File: config.mk
export PLATFORM = sky130hd
export DESIGN_NAME = program_memory_loader
export DESIGN_NICKNAME = d
export VERILOG_FILES = /design/src/rtl/program_memory_loader.sv
export SDC_FILE = /design/constraint.sdc
export NUM_CORES = 1
export LEC_CHECK = 0
export ABC_AREA = 1
export CORE_ASPECT_RATIO = 1.5
export CORE_MARGIN = 2
export CORE_UTILIZATION = 50
export CTS_BUF_LIST = sky130_fd_sc_hd__clkbuf_4 sky130_fd_sc_hd__clkbuf_8 sky130_fd_sc_hd__clkbuf_16
export DETAILED_ROUTE_END_ITERATION = 10
export GPL_TIMING_DRIVEN = 0
export PLACE_DENSITY = 0.76
export REMOVE_ABC_BUFFERS = 1
export SETUP_SLACK_MARGIN = 0.05
export SLEW_MARGIN = 0
export SYNTH_ARGS = -nofsm -noshare
export SYNTH_HDL_FRONTEND = slang
export SYNTH_SLANG_ARGS = --single-unit
File: constraint.sdc
create_clock -name clk -period 1.7 [get_ports clk]
set_input_delay 0.17 -clock clk [delete_from_list [all_inputs] [get_ports clk]]
set_output_delay 0.17 -clock clk [all_outputs]
set_load 0.02 [all_outputs]
File: src/rtl/program_memory_loader.sv
// Program memory loader: assembles a length-prefixed byte stream into 32-bit words and writes them
// into the program RAM, holding the CPU in reset until the load completes.
module program_memory_loader #(
  parameter int unsigned MEMORY_DEPTH = 32,
  parameter int unsigned DATA_WIDTH   = 32,
  parameter logic [31:0] BASE_ADDRESS = 32'h0000_0000
) (
  input  logic                  clk,
  input  logic                  reset,
  input  logic                  load_start_i,
  input  logic [7:0]            byte_data_i,
  input  logic                  byte_valid_i,
  output logic                  byte_ready_o,
  output logic                  mem_we_o,
  output logic [31:0]           mem_address_o,
  output logic [DATA_WIDTH-1:0] mem_data_o,
  output logic                  cpu_hold_o,
  output logic                  load_done_o,
  output logic                  load_error_o
);

  // Wide enough to hold MEMORY_DEPTH itself, so index_next can reach N.
  localparam int unsigned IdxW = $clog2(MEMORY_DEPTH + 1);

  typedef enum logic [2:0] {
    StIdle,
    StLenHi,
    StLenLo,
    StCollect,
    StWrite,
    StDone,
    StError
  } state_e;

  state_e                state_q;
  logic [7:0]            len_hi_q;
  logic [15:0]           word_count_q;
  logic [IdxW-1:0]       word_index_q;
  logic [1:0]            byte_cnt_q;
  logic [DATA_WIDTH-1:0] data_q;

  logic                  xfer;
  logic [15:0]           len_full;
  logic [IdxW-1:0]       index_next;
  logic [DATA_WIDTH-1:0] data_shift;
  logic                  last_word;

  // Ready is registered, so the handshake is stable for the whole cycle.
  assign xfer       = byte_valid_i & byte_ready_o;
  assign len_full   = {len_hi_q, byte_data_i};
  assign index_next = word_index_q + IdxW'(1);
  assign data_shift = {data_q[DATA_WIDTH-9:0], byte_data_i};
  assign last_word  = (32'(index_next) == 32'(word_count_q));

  // Load FSM with all outputs registered on state entry/exit.
  always_ff @(posedge clk or negedge reset) begin
    if (!reset) begin
      state_q       <= StIdle;
      len_hi_q      <= '0;
      word_count_q  <= '0;
      word_index_q  <= '0;
      byte_cnt_q    <= '0;
      data_q        <= '0;
      byte_ready_o  <= 1'b0;
      mem_we_o      <= 1'b0;
      mem_address_o <= '0;
      mem_data_o    <= '0;
      cpu_hold_o    <= 1'b0;
      load_done_o   <= 1'b0;
      load_error_o  <= 1'b0;
    end else begin
      mem_we_o <= 1'b0;
      unique case (state_q)
        StIdle, StDone, StError: begin
          if (load_start_i) begin
            state_q      <= StLenHi;
            word_index_q <= '0;
            byte_cnt_q   <= '0;
            byte_ready_o <= 1'b1;
            cpu_hold_o   <= 1'b1;
            load_done_o  <= 1'b0;
            load_error_o <= 1'b0;
          end
        end
        StLenHi: begin
          if (xfer) begin
            len_hi_q <= byte_data_i;
            state_q  <= StLenLo;
          end
        end
        StLenLo: begin
          if (xfer) begin
            word_count_q <= len_full;
            word_index_q <= '0;
            byte_cnt_q   <= '0;
            if (32'(len_full) > MEMORY_DEPTH) begin
              state_q      <= StError;
              byte_ready_o <= 1'b0;
              load_error_o <= 1'b1;
            end else if (len_full == 16'd0) begin
              state_q      <= StDone;
              byte_ready_o <= 1'b0;
              cpu_hold_o   <= 1'b0;
              load_done_o  <= 1'b1;
            end else begin
              state_q <= StCollect;
            end
          end
        end
        StCollect: begin
          if (xfer) begin
            data_q     <= data_shift;
            byte_cnt_q <= byte_cnt_q + 2'd1;
            if (byte_cnt_q == 2'd3) begin
              state_q       <= StWrite;
              byte_ready_o  <= 1'b0;
              mem_we_o      <= 1'b1;
              mem_address_o <= BASE_ADDRESS + (32'(word_index_q) << 2);
              mem_data_o    <= data_shift;
            end
          end
        end
        StWrite: begin
          word_index_q <= index_next;
          if (last_word) begin
            state_q     <= StDone;
            cpu_hold_o  <= 1'b0;
            load_done_o <= 1'b1;
          end else begin
            state_q      <= StCollect;
            byte_ready_o <= 1'b1;
          end
        end
        default: state_q <= StIdle;
      endcase
    end
  end

endmodule

==> metrics.md <==
| Metric | Value |
|---|---|
| CP Class | flip-flop to flip-flop |
| Core area | 0.00920 mm^2 |
| Startpoint types | flip-flop |
| Vias in the first global route | 3,736 |
| Sw Ratio | 34.8% |
| Most used cell, CP | nand2_1 |
| Net Switching | 2.93 mW |
| Antenna diode count | 0 |
| Post-synth EDFFs | 0 |
| H-tree Lvls | 3 |
| Pre-antenna DRT Iters | 5 |
| Die Footprint | 0.0102 mm^2 |
| DRT antenna net count | 0 |
| Final Max Slew Viols | 0 |
| Slowest-stage cell, CP | dfrtp_2 |
| Maximum VDD drop | 0.823 mV |
| Most frequent cell after synthesis | nand2_1 |
| Endpoints failing setup | 0 |
| Leak | 2.82 nW |
| Post-route minimum period | 1.68 ns |
| Max Clock Skew | 0.00379 ns |
| Async SR Flop Fraction | 100% |
| CP delay by family, top | simple AND/OR/NAND/NOR gates |
| Residual DRC | 0 |
| Final period util | 99.0% |
| CP peak stage delay | 0.44 ns |
| Synthesized area | 0.00470 mm^2 |
| Area grow syn2layout | 23.5% |
| GRT Overall Usage | 22.1% |
| First-pass GRT wire length | 17.7 mm |
| Crit path cell chain | ha_4, xor2_1, nor2_1, inv_1, nor2_2, nand3_1, nand2_2, nand2_1, nand2_1, nand2_1 |
| GP Congestion | 0.853 |
| Clk sinks | 102 |
| # IOs | 81 |
| Worst Hold Class | input pin to asynchronous set/reset pin |
| Critical-path maximum fanout | 3 |
| Outcome | finished clean |
| Vias post-DR | 3,714 |
| Die Ht | 123 um |
| PD cells | 1450 mW/mm^2 |
| Seq cells post-synth | 102 |
| Synth area leaders | dfrtp_1, nand2_1, o21ai_2 |
| Syn Inst Count | 522 |
| Yosys cell types | 28 |
| Nets | 604 |
| Clk_lat worst skew | 0.35 ns |
| WP data required | 1.94 ns |
| RSZ-0062 raised after global routing | yes |
| Final hold violations | 0 |
| WP buf/inv | 1 |
| Ys flop type | dfrtp_1 |
| Initial DRC Count | 351 |
| Via density | 5.25 |
| Num CTS Buffers | 9 |
| Hpwl dp | 6.44 mm |
| Crit. End Element | flip-flop |
| Syn Area/Cell | 9.01 um^2 |
| Grt ovf | 0 |
| List of most frequent post-synthesis cells | nand2_1, dfrtp_1, inv_1, o21ai_0, o21ai_2 |
| Die Wd | 83.2 um |
| Cell row count | 43 |
| Routed WL | 10.7 mm |
| Utilization after layout | 63.1% |
| Clock power frac | 27.3% |
| Port Buffers | 54 |
| CTS Root Cell | clkbuf_16 |
| CTS tree | done |
| Max Cap Viol | 0 |
| Yosys top cell area share | 54.3% |
| Sequential area share after synthesis | 54.3% |
| Cell taking the most area after synthesis | dfrtp_1 |
| Internal | 5.49 mW |
| Seq pwr share | 41.8% |
| Logic pwr share | 30.9% |
| Clk buf depth | 2 |
| Largest net degree at the start of global routing | 67 |
| Total power | 8.42 mW |
| Initial antenna violation count | 0 |
| DR WL/cell | 15.1 um |
| Max Clock Freq | 594 MHz |
| Initial Utilization | 51.1% |
| Ys Warns | 0 |
| Share of cells above drive strength 1 | 18.5% |
| CP arrival | 1.92 ns |
| Clk slew on worst S/H paths | 0.06 ns |
final timing paths:
path | startpoint | endpoint | slack (ns) | cells after the start
max in group asynchronous | reset | word_index_q[1] | 0.66 | 3
min in group clk | byte_data_i[4] | data_q[4] | 0.44 | 3
worst min-delay path | reset | mem_data_o[10] | 0.33 | 2
worst max register to register | word_index_q[1] | state_q[1] | 0.02 | 10
worst max-delay path | word_index_q[1] | state_q[1] | 0.02 | 10
worst min register to register | mem_data_o[30] | mem_data_o[30] | 0.47 | 2
registers in the layout (all words and copies together) (netlist names):
signal and cells:
load_done_o 1, byte_ready_o 1, word_count_q 16, byte_cnt_q 2, cpu_hold_o 1, mem_address_o 6
mem_data_o 32, load_error_o 1, word_index_q 6, data_q 24, state_q 3, mem_we_o 1
len_hi_q 8
metrics by stage:
step / instance area, um^2 / TNS (ns) / hold slack (ns) / worst slack [ns] / instances
floorplan: 4500 / -10.37 / -0.126 / -0.278 / 507
global placement: 5180 / -365.43 / 0.453 / -3.23 / 673
detailed placement: 5200 / -39.63 / 0.167 / -0.872 / 674
CTS: 5740 / 0 / 0.340 / 0.0214 / 704
global route: 5810 / -0.167 / 0.379 / -0.0443 / 707
finish: 5810 / 0 / 0.325 / 0.0164 / 707
worst register-to-register path, stage by stage, from the launching register on:
cell and delay, ns:
dfrtp_2 0.44, ha_4 0.26, xor2_1 0.13, nor2_1 0.17
inv_1 0.07, nor2_2 0.12, nand3_1 0.10, nand2_2 0.10
nand2_1 0.06, nand2_1 0.06, nand2_1 0.06
logic make-up after synthesis:
| logic type | Yosys count | synth area share (%) |
|---|---|---|
| multiplexers | 8 | 1.91 |
| AND/OR/NAND/NOR | 221 | 19.5 |
| buffers and inverters | 96 | 11.0 |
| AO/OA/AOI/OAI | 91 | 12.5 |
| other | 1 | 0.0797 |
| XOR/XNOR | 1 | 0.186 |
| adder cells (fa/ha/maj) | 2 | 0.532 |
| flip-flops | 102 | 54.3 |
power groups by stage:
stage	logic, mW	registers, mW	clock network (mW)
2_1_floorplan	1.59	3.51	0
3_3_place_gp	2.14	3.51	0
3_5_place_dp	2.24	3.54	0
4_1_cts	2.49	3.52	2.33
5_1_grt	2.94	3.59	2.41
6_report	2.61	3.52	2.29
layout make-up:
type	instances	area (um^2)
clock buffers	13	274
fillers	767	3390
well taps	112	140
multi-input cells	351	1820
clock inverters	3	65.1
inverters	56	229
flip-flops and latches	102	2560
repair buffers	68	694
repair inverters	2	28.8
placed cells by master (no fill, tap or decap), types with 2 or more instances in the layout:
cell type	n
a21oi_1	4
buf_12	2
buf_4	10
bufinv_16	2
clkbuf_16	9
clkbuf_8	3
clkdlybuf4s50_1	53
conb_1	26
dfrtp_1	98
dfrtp_2	4
inv_1	50
inv_16	2
inv_2	4
mux2_2	8
nand2_1	145
nand2_2	8
nand2_4	2
nand3_1	30
nand3_2	2
nand4_1	2
nor2_1	20
nor2_2	7
nor2_4	4
o21ai_0	49
o21ai_2	34
o22ai_1	2
timing repair:
item,4_1_cts,5_1_grt
endpoints found under the setup margin,84,62
pin swaps,9,5
setup buffers,9,3
gates cloned,4,0
resized for setup,20,14
hold endpoints to repair,36,0
hold buffers,1,0
metal layers:
layer	share of wire (%)	track usage, %	vias up
li1	-	-	1752
met1	40	26.3	1810
met2	52	38.3	124
met3	4.1	3.77	28
met4	3.5	12.0	0
met5	0	0	-
Power figures use the tool's default switching activity.
